==> src/rtl/mult_pkg.sv <==
// Shared types and constants for the unsigned multiplier datapath: the operand receiver and the
// product serializer both size themselves from MULT_OPERAND_W.
package mult_pkg;

    localparam int unsigned MULT_OPERAND_W = 12;

    typedef enum logic [1:0] {
        IDLE,
        SHIFTING,
        HOLD
    } rx_state_t;

endpackage

==> src/rtl/rx_bit_counter.sv <==
// Saturating frame bit counter for the operand receiver; `last` flags that the bit sampled on the
// coming edge completes a frame of FRAME_LEN bits.
module rx_bit_counter #(
    parameter int unsigned FRAME_LEN = 12,
    parameter int unsigned CW        = 4
) (
    input  logic clk,
    input  logic reset,
    input  logic clear,
    input  logic inc,
    output logic last
);

    logic [CW-1:0] count_q;

    always_ff @(posedge clk or posedge reset) begin
        if (reset) begin
            count_q <= '0;
        end else if (clear) begin
            count_q <= '0;
        end else if (inc && (count_q != '1)) begin
            count_q <= count_q + 1'b1;
        end
    end

    assign last = (count_q == CW'(FRAME_LEN - 1));

endmodule

==> src/rtl/serial_operand_rx.sv <==
// LSB-first serial-to-parallel operand receiver feeding the multiplier core.
// Define SERIAL_OPERAND_RX_PARITY_EN to append and check an even-parity bit after the data bits.
module serial_operand_rx
    import mult_pkg::*;
#(
    parameter int unsigned WIDTH = MULT_OPERAND_W
) (
    input  logic             clk,
    input  logic             reset,
    input  logic             x_in,
    input  logic             fx,
    output logic [WIDTH-1:0] x_parallel,
    output logic             sx,
    output logic             err
);

`ifdef SERIAL_OPERAND_RX_PARITY_EN
    localparam int unsigned PAR_BITS = 1;
`else
    localparam int unsigned PAR_BITS = 0;
`endif
    localparam int unsigned FRAME_LEN = WIDTH + PAR_BITS;
    localparam int unsigned CW        = $clog2(WIDTH + 2);
    // Without parity the final bit is taken straight from x_in, so one register bit fewer.
    localparam int unsigned SR_W      = WIDTH - 1 + PAR_BITS;

    rx_state_t        state_q, state_d;
    logic [SR_W-1:0]  sr_q, sr_d;
    logic [WIDTH-1:0] x_parallel_q, x_parallel_d;
    logic             sx_q, sx_d;
    logic             err_q, err_d;
    logic             cnt_clear, cnt_inc, cnt_last;
    logic [SR_W-1:0]  shifted;

    rx_bit_counter #(
        .FRAME_LEN (FRAME_LEN),
        .CW        (CW)
    ) u_bit_counter (
        .clk   (clk),
        .reset (reset),
        .clear (cnt_clear),
        .inc   (cnt_inc),
        .last  (cnt_last)
    );

    // New bit enters at the MSB and everything moves one place toward bit 0.
    assign shifted = SR_W'({x_in, sr_q} >> 1);

    always_comb begin
        state_d      = state_q;
        sr_d         = sr_q;
        x_parallel_d = x_parallel_q;
        sx_d         = 1'b0;
        err_d        = 1'b0;
        cnt_clear    = 1'b0;
        cnt_inc      = 1'b0;

        unique case (state_q)
            IDLE: begin
                if (fx) begin
                    cnt_inc = 1'b1;
                    sr_d    = SR_W'({x_in, SR_W'(0)} >> 1);
                    state_d = SHIFTING;
                end else begin
                    cnt_clear = 1'b1;
                end
            end
            SHIFTING: begin
                if (!fx) begin
                    err_d     = 1'b1;
                    sr_d      = '0;
                    cnt_clear = 1'b1;
                    state_d   = IDLE;
                end else if (cnt_last) begin
                    cnt_inc = 1'b1;
                    sr_d    = '0;
                    state_d = HOLD;
`ifdef SERIAL_OPERAND_RX_PARITY_EN
                    if (^{sr_q, x_in} == 1'b0) begin
                        x_parallel_d = sr_q;
                        sx_d         = 1'b1;
                    end else begin
                        err_d = 1'b1;
                    end
`else
                    x_parallel_d = {x_in, sr_q};
                    sx_d         = 1'b1;
`endif
                end else begin
                    cnt_inc = 1'b1;
                    sr_d    = shifted;
                end
            end
            HOLD: begin
                cnt_clear = 1'b1;
                if (!fx) begin
                    state_d = IDLE;
                end
            end
            default: begin
                cnt_clear = 1'b1;
                sr_d      = '0;
                state_d   = IDLE;
            end
        endcase
    end

    always_ff @(posedge clk or posedge reset) begin
        if (reset) begin
            state_q      <= IDLE;
            sr_q         <= '0;
            x_parallel_q <= '0;
            sx_q         <= 1'b0;
            err_q        <= 1'b0;
        end else begin
            state_q      <= state_d;
            sr_q         <= sr_d;
            x_parallel_q <= x_parallel_d;
            sx_q         <= sx_d;
            err_q        <= err_d;
        end
    end

    assign x_parallel = x_parallel_q;
    assign sx         = sx_q;
    assign err        = err_q;

endmodule

==> config.mk <==
export PLATFORM = sky130hd
export DESIGN_NAME = serial_operand_rx
export DESIGN_NICKNAME = d
export VERILOG_FILES = /design/src/rtl/mult_pkg.sv /design/src/rtl/rx_bit_counter.sv /design/src/rtl/serial_operand_rx.sv
export SDC_FILE = /design/constraint.sdc
export NUM_CORES = 1
export LEC_CHECK = 0
export CAP_MARGIN = 5
export CORE_MARGIN = 10
export CORE_UTILIZATION = 51
export CTS_BUF_LIST = sky130_fd_sc_hd__clkbuf_16
export DETAILED_ROUTE_END_ITERATION = 16
export PLACE_DENSITY = 0.76
export SLEW_MARGIN = 20
export SYNTH_ARGS = -nofsm -noshare
export SYNTH_HDL_FRONTEND = slang
export SYNTH_SLANG_ARGS = --single-unit
==> constraint.sdc <==
create_clock -name clk -period 2 [get_ports clk]
set_input_delay 0.2 -clock clk [delete_from_list [all_inputs] [get_ports clk]]
set_output_delay 0.2 -clock clk [all_outputs]
set_load 0.05 [all_outputs]
# [After elaboration in Yosys (flattened, before gate mapping)]
# Index checks and enable logic that the tools add are counted.
[totals] ff_bits=31 output_inout_bits=14 elab_cells=41
[op_classes] addsub=1 n_eq_ne=7 n_mux=19 bitwise=1 n_reduce_logical=7
[op_table] cell="two-way mux 11 bit" count=3
[op_table] cell="case mux 11 bit (3 select lines)" count=1
[op_table] cell="two-way mux 1 bit" count=8
[op_table] cell="two-way mux 2 bit" count=4
[op_table] cell="two-way mux 4 bit" count=2
[op_table] cell="case mux 2 bit (3 select lines)" count=1
[op_table] cell="AND reduction 3 bit" count=2
[op_table] cell="adder 4 x 1 -> 4 bit (second input constant)" count=1
[op_table] cell="equality test 4 bit (second input constant)" count=1
[op_table] cell="!= test 2 bit (second input constant)" count=2
[op_table] cell="!= test 4 bit (second input constant)" count=1
[op_table] cell="!= test 3 bit (second input constant)" count=1
[op_table] cell="equality test 2 x 1 -> 1 bit (second input constant)" count=1
[op_table] cell="equality test 2 bit (second input constant)" count=1
[op_table] cell="logical NOT 2 bit" count=1
[op_table] cell="AND reduction 2 bit" count=1
[op_table] cell="nonzero test 2 bit" count=1
[op_table] cell="OR reduction 2 bit" count=1
[op_table] cell="logical AND 1 bit" count=1
[op_table] cell="NOT 1 bit" count=1

# [Longest topological paths before layout]
[depth] depth_word=6 depth_mapped=5 mapped_depth_nobuf=4

# [Modules after synthesis]
# Synthesis repeated with hierarchy kept, for this count alone.
[hier_totals] hier_cells=101 area_unflattened_um2=1393.8
[by_module_without_submodules] module="serial_operand_rx" instances=1 cells_each=78 area_per_inst_um2=1149.9 seq_area_each_um2=675.6
[by_module_without_submodules] module="rx_bit_counter" instances=1 cells_each=23 area_per_inst_um2=244.0 seq_area_each_um2=100.1

# [Worst setup path before layout]
# Ideal clock, no wire load.
[synth_path] kind="reg-to-reg" from="reg u_bit_counter.count_q[0]" to="reg x_parallel_q[11], in the netlist x_parallel[11]" setup_ps=125 arrival_ps=1408 path_slack_ps=468 stages_incl_launch_ff=6 n_path_buf=1 period_less_slack_ps=1532 cell_sequence="dfrtp_1 ha_1 nand4b_1 nor2_2 buf_6 mux2_2"
[synth_via] elab_chain_cells=2
[synth_lines] element="from (decl)" line_no="rx_bit_counter.sv:14" text="logic [CW-1:0] count_q;"
[synth_lines] element="from (signal assigned)" line_no="rx_bit_counter.sv:22" text="count_q <= count_q + 1'b1;"
[synth_lines] element="equality test 4 bit" line_no="rx_bit_counter.sv:26" text="assign last = (count_q == CW'(FRAME_LEN - 1));"
[synth_lines] element="AND reduction 3 bit (no line)"
[synth_lines] element="to (signal assigned)" line_no="serial_operand_rx.sv:118" text="x_parallel_q <= x_parallel_d;"
[synth_lines] element="to (decl)" line_no="serial_operand_rx.sv:29" text="logic [WIDTH-1:0] x_parallel_q, x_parallel_d;"
# Every way passes these cells.
# A chain may end at the register's enable or synchronous reset.

# [Worst setup path after layout]
[layout_path] from="reg x_parallel_q[4], in the netlist x_parallel[4]" to="out x_parallel[4]"
[layout_lines] element="to (decl)" line_no="serial_operand_rx.sv:12" text="output logic [WIDTH-1:0] x_parallel,"
# No word-level cell between the ends.

==> results.cfg <==
[logic_synthesis]
synth.top_cells.by_count = sky130_fd_sc_hd__dfrtp_1, sky130_fd_sc_hd__mux2_2, sky130_fd_sc_hd__a22o_1, sky130_fd_sc_hd__nor2_1
synth_edf_count = 0
synth_ff_type = sky130_fd_sc_hd__dfrtp_1
leading_cell_type_by_number_of_instances_after_synthesis = sky130_fd_sc_hd__dfrtp_1
synth.yosys.seq_area_share_pct = 64.9
dominant_cell_type_by_area_after_synthesis = sky130_fd_sc_hd__dfrtp_1
synthesis.yosys.warnings = 0
synthesis.area_mm2 = 0.00120
ys_async_sr_fraction_pct = 100
post_synthesis_register_bit_count = 31
syn_avg_cell_area_um2 = 14.2
synthDominantCellAreaShare_pct = 64.9
postSynthCellCount = 84
synth.area.top_cells = sky130_fd_sc_hd__dfrtp_1, sky130_fd_sc_hd__mux2_2, sky130_fd_sc_hd__a22o_1
synth.distinct_cells = 24
synthesis.nets = 89

[grt]
first_global_vias = 701
globalRouteTotalUtil_pct = 10.2
globalRoute.totalOverflow = 0
initial_antenna_violation_count = 0
first_pass_grt_wire_length_um = 3420
largest_net_degree_at_the_start_of_global_routing = 32

[routing]
routedWlPerCell_um = 14.8
drc = 0
detailedRoute.firstIterationViolations = 24
num_vias = 738
wl_met2_um = 822
maxUsedRoutingLayer = met4
drt_first_pass_iters = 4
met3_wl_post_dr_um = 198
vias_per_cell = 5.43
postRouteAntennaNets = 0
wl_met1_um = 945
totalWireLength_um = 2010

[clock_network]
post-cts-setup-buffers = 0
cts-htree-levels = 2
cts.reportedPaths.clkPinSlew_ns = 0.05
cts_buffers = 5
clockBufferDepth = 2
tritoncts = built
cts.sink_count = 31
cts_hold_repair.buffers = 0
clock_insertion_delay_worst_skew_ns = 0.27
post_cts_resized = 0
clock-root-buffer = sky130_fd_sc_hd__clkbuf_16

[worst_setup_path]
startpoint = x_parallel[4]$_DFFE_PP0P_
worst-path-stages = 1
crit_path_top_delay_cell = sky130_fd_sc_hd__clkdlybuf4s50_1
r2r.worst_path.cells = 5
timing.critical_path.required_ns = 1.80
arrival_ns = 1.42
worst-path-buf-inv = 1
critical_path.reg2reg.startpoint = u_bit_counter.count_q[0]$_DFFE_PP0P_
path_cells = clkdlybuf4s50_1
biggest_fanout_along_the_worst_timing_path = 2
slowest_stage_delay_cp_ns = 0.80
crit_end = x_parallel[4]
timing.critical_path.from_type = flip-flop
worst_path_dominant_cell_family = buffers and inverters
regToRegEndpoint = x_parallel[2]$_DFFE_PP0P_
regToRegSetupSlack_ns = 0.38
timing.critical_path.to_type = primary output
worst-setup-path-type = flip-flop to primary output

[floorplan]
top_level_ports = 18
die_height_um = 68.4
die_w_um = 68.4
dieArea_mm2 = 0.00468
core_region_area_mm2 = 0.00223
placement_rows = 17
initial_core_util_pct = 53.6

[placement]
globalplace.congestion = 0.709
place_area_mm2 = 0.00140
post-dp-hpwl_um = 1390
port_buffers = 17

[status]
outcome = finished clean

[timing]
timing.final.crit_period_ns = 1.62
skew_ns = 0.00535
fmaxAchievable_mhz = 617
finalCritPeriodShare_pct = 81.0
final-hold-violation-count = 0
final.setup.tns_ns = 0
worst_tran_pin_value_ns = 0.694
report.final.setup_viol = 0
max-slew-margin-rel_pct = 53.6
report.final.slew_viol_count = 0
setup_repair_after_global_routing_missed_its_margin = no

[power_and_ir_drop]
worst_ir_drop_vdd_mv = 1.47
static-leakage-power_nw = 0.743
report.power.total_w = 0.00154
power_density_mw_per_mm2 = 990

[final_layout]
diodes = 0
final.fill_count = 154
area_growth_pct = 30.3
total_number_of_nets_in_the_final_design = 112
proportion_of_layout_cells_with_a_drive_suffix_above_1_pct = 21.3
layout.cell_area.non_filler_mm2 = 0.00156

[flow_run]
maxCapViolations = 0

[hold_path]
timing.hold.worst.class = primary input to asynchronous set/reset pin
[through the flow]
step / worst slack [ns] / utilization [%] / hold slack (ns) / cells
after global routing: 0.261 / 69.8 / 0.366 / 136
after floorplan: 0.468 / - / 0.266 / 84
after detailed placement: 0.261 / 62.5 / 0.494 / 128
after global placement: 0.289 / 62.5 / 0.489 / 128
final: 0.380 / 69.8 / 0.308 / 136
after CTS: 0.361 / 69.8 / 0.319 / 136
[area by class of cell]
| class | count | area (µm²) | area share, % |
|---|---|---|---|
| Multi-Input combinational cell | 49 | 395 | 25.4 |
| Sequential cell | 31 | 776 | 49.8 |
| Inverter | 1 | 3.75 | 0.241 |
| Clock inverter | 3 | 38.8 | 2.49 |
| Clock buffer | 5 | 125 | 8.03 |
| Timing Repair Buffer | 19 | 185 | 11.9 |
| Tap cell | 28 | 35.0 | 2.25 |
[flip-flops by register name (all words and copies together) (netlist names)]
name and count:
err 1, sr_q 11, state_q 2, sx 1, u_bit_counter.count_q 4, x_parallel 12
[cell families after synthesis]
family,after synthesis,synth area share [%]
DFF,31,64.9
and+or+nand+nor,20,9.52
AOI/OAI and AO/OA,14,9.62
muxes,13,12.1
buffers and inverters,4,2.09
xor gates and xnor gates,1,0.732
adders and majority gates,1,1.05
[report_power, final]
| group | internal, W | switching (W) | total, W |
|---|---|---|---|
| Clock | 0.000579 | 0.000249 | 0.000828 |
| Sequential | 0.000640 | 0.0000113 | 0.000652 |
| Combinational | 0.0000234 | 0.0000395 | 0.0000628 |
[per-layer routing]
layer	track usage, %	vias up
met1	11.6	358
met3	5.38	6
li1	-	355
met2	14.3	19
met5	0	-
met4	7.54	0
[layout by cell type, fill, tap and decap left out]
master,instances
sky130_fd_sc_hd__dfrtp_1,31
sky130_fd_sc_hd__and4b_1,1
sky130_fd_sc_hd__buf_4,2
sky130_fd_sc_hd__and2_1,1
sky130_fd_sc_hd__nor2_1,6
sky130_fd_sc_hd__ha_1,1
sky130_fd_sc_hd__nand3_1,2
sky130_fd_sc_hd__nor3_1,1
sky130_fd_sc_hd__nand2b_2,1
sky130_fd_sc_hd__xnor2_1,1
sky130_fd_sc_hd__clkinv_2,1
sky130_fd_sc_hd__o21ai_0,1
sky130_fd_sc_hd__clkbuf_16,5
sky130_fd_sc_hd__a22o_1,11
sky130_fd_sc_hd__bufinv_16,1
sky130_fd_sc_hd__nor2b_1,2
sky130_fd_sc_hd__clkinv_1,1
sky130_fd_sc_hd__nor2_2,1
sky130_fd_sc_hd__mux2i_1,1
sky130_fd_sc_hd__a31oi_1,1
sky130_fd_sc_hd__inv_1,1
sky130_fd_sc_hd__nand2b_1,2
sky130_fd_sc_hd__clkdlybuf4s50_1,17
sky130_fd_sc_hd__nand2_1,1
sky130_fd_sc_hd__nand3b_1,1
sky130_fd_sc_hd__nand4b_1,1
sky130_fd_sc_hd__mux2_2,12
sky130_fd_sc_hd__a211oi_1,1
[how the worst min path moves through the flow]
stage                                    from                         to  slack, ns
global placement    x_parallel[2]$_DFFE_PP0P_  x_parallel[2]$_DFFE_PP0P_       0.49
detailed placement        sr_q[0]$_DFFE_PP0P_        sr_q[0]$_DFFE_PP0P_       0.49
finish                                  reset        sr_q[1]$_DFFE_PP0P_       0.31
global route                            reset  x_parallel[3]$_DFFE_PP0P_       0.37
CTS                                     reset        sr_q[2]$_DFFE_PP0P_       0.32
floorplan                                  fx              err$_DFF_PP0_       0.27
Power figures use the tool's default switching activity.
==> variant (same flow settings) <==
Add a define of `SERIAL_OPERAND_RX_PARITY_EN`.
--- a/src/rtl/serial_operand_rx.sv
+++ b/src/rtl/serial_operand_rx.sv
@@ -2,2 +2,4 @@
 // Define SERIAL_OPERAND_RX_PARITY_EN to append and check an even-parity bit after the data bits.
+`define SERIAL_OPERAND_RX_PARITY_EN
+
 module serial_operand_rx
Behaviour: no difference found for any inputs over 10 cycles, from zero or initial values and one cycle with reset high; that may be too few to reach the edited logic, so the function may still have changed.
==> variant against the original RTL <==
Clock power fell by 17%; fmax fell by 19%; global-route usage grew 1.4 points; via count grew 25%; worst hold slack better by 0.0086 ns; utilization down 0.056 points; area after synthesis rose by 20%; worst setup slack got worse by 0.37 ns; synthesized cell count rose by 27%; total power shrank 5.8%; sequential cell count up 1; cell area up 22%; wire length grew 36%; first-iteration DRC count rose by 140%; critical endpoint is now x_parallel[2].
==> variant: results (changes against the original RTL) <==
violation count after the first detailed-routing iteration=57 (+140%); layout cells sized above 1=0.2690 (+0.05600); highest fanout seen on the critical path=11 (+9); cell family with the largest share of critical-path delay=XOR/XNOR gates; worst-case clock skew=0.002559 ns (-0.002790 ns); timing startpoint of the critical path=sr_q[6]; syn_nets=113 (+27%); Post-Synth Adder-Cell Area=0.01739 (+0.006931); buffer count from post-CTS setup fixing=2 (+2); VDD IR max=0.7965 mV (-46%); run status=complete, no violations; multiplexer area fraction after synthesis=0.1243 (+0.003009); Crit-path slowest cell=sky130_fd_sc_hd__dfrtp_1; multi-input combinational cell area=590.6 um^2 (+49%); leading cell types by count after synthesis=32 x sky130_fd_sc_hd__dfrtp_1, 11 x sky130_fd_sc_hd__a22o_1, 9 x sky130_fd_sc_hd__mux2_4; share of the synthesized area in compound gates (AO/OA/AOI/OAI)=0.1000 (+0.003766); number of distinct library cells after synthesis=27 (+13%); final net count=150 (+34%); portion of the layout cell area used by clock cells=0.07152 (-0.03361); via count=922 (+25%); register area=800.8 um^2 (+3.2%); FF-to-FF setup slack=0.008 ns (-0.37 ns); category of the most critical setup path=reg -> reg; count of non-CTS buffers in the layout=35 (+16); GRT Resource Usage Total=0.1159 (+0.01362); count of flip-flops and latches=32 (+3.2%); actual transition at the worst max-transition pin=0.7190 ns (+0.02507 ns); number of global-route vias before repair=1011 (+44%); worst setup timing slack at the placement stage=-0.3318 ns (-0.5925 ns); LEAKAGE=0.9900 nW (+33%); wire length of the first global-routing pass=4.761 mm (+39%); inverter count=6 (+5); Multi-input comb cells=64 (+31%); detailed route wirelength on metal3=183 um (-7.6%); total length of routed met2 wires=1.450 mm (+76%); detailed-routing wirelength on met1=1.091 mm (+15%); reg2reg path depth=6 (+1); routed wire length=2.749 mm (+36%); number of inserted filler cells in the final layout=211 (+37%); H-tree depth=2 (unchanged); cell types with the largest area share after synthesis=sky130_fd_sc_hd__dfrtp_1 56%, sky130_fd_sc_hd__mux2_4 9.4%, sky130_fd_sc_hd__a22o_1 6.7%; post-synthesis xor/xnor area fraction=0.09043 (+0.08311); portion of the post-synthesis area used by sequential elements=0.5565 (-0.09201); global routing met1 resource utilization=0.1199 (+0.003805); launch instance of the worst register-to-register path=sr_q[6]; met3 Usage GRT=0.05714 (+0.003309); largest net degree at the start of global routing=33 (+3.1%); Final period util=0.9961 (+0.1862); async set-reset flop share out of synthesis=1.000 (unchanged); area share of buffers outside the clock network=0.1667 (+0.04789); DPL Wire Length=1.947 mm (+41%); Slowest Stage Delay on Critical Path=0.39 ns (-0.41 ns)
==> variant: cell types whose count changed in the layout (fill, tap and decap cells not counted), sizes merged, moves of 5 or more <==
cell / before / now
buf: 2 / 18
inv: 1 / 8
nand2: 1 / 6
xnor2: 1 / 6
==> variant: stage by stage <==
| step | area (um^2) | util | instances | hold slack [ns] |
|---|---|---|---|---|
| 2_1_floorplan | 1439 | - | 107 | 0.2816 |
| 3_3_place_gp | 1738 | 0.6357 | 166 | 0.4922 |
| 3_5_place_dp | 1738 | 0.6357 | 166 | 0.4959 |
| 4_1_cts | 1907 | 0.6975 | 176 | 0.3241 |
| 5_1_grt | 1907 | 0.6975 | 176 | 0.3350 |
| 6_report | 1907 | 0.6975 | 176 | 0.3169 |
==> variant: power by group <==
part	total, W	switching [W]	leakage [nW]	internal (W)
logic	0.0000960	0.0000487	0.476	0.0000473
registers	0.000671	0.0000119	0.440	0.000659
clock network	0.000686	0.000241	0.0738	0.000445
total	0.00145	0.000302	0.990	0.00115
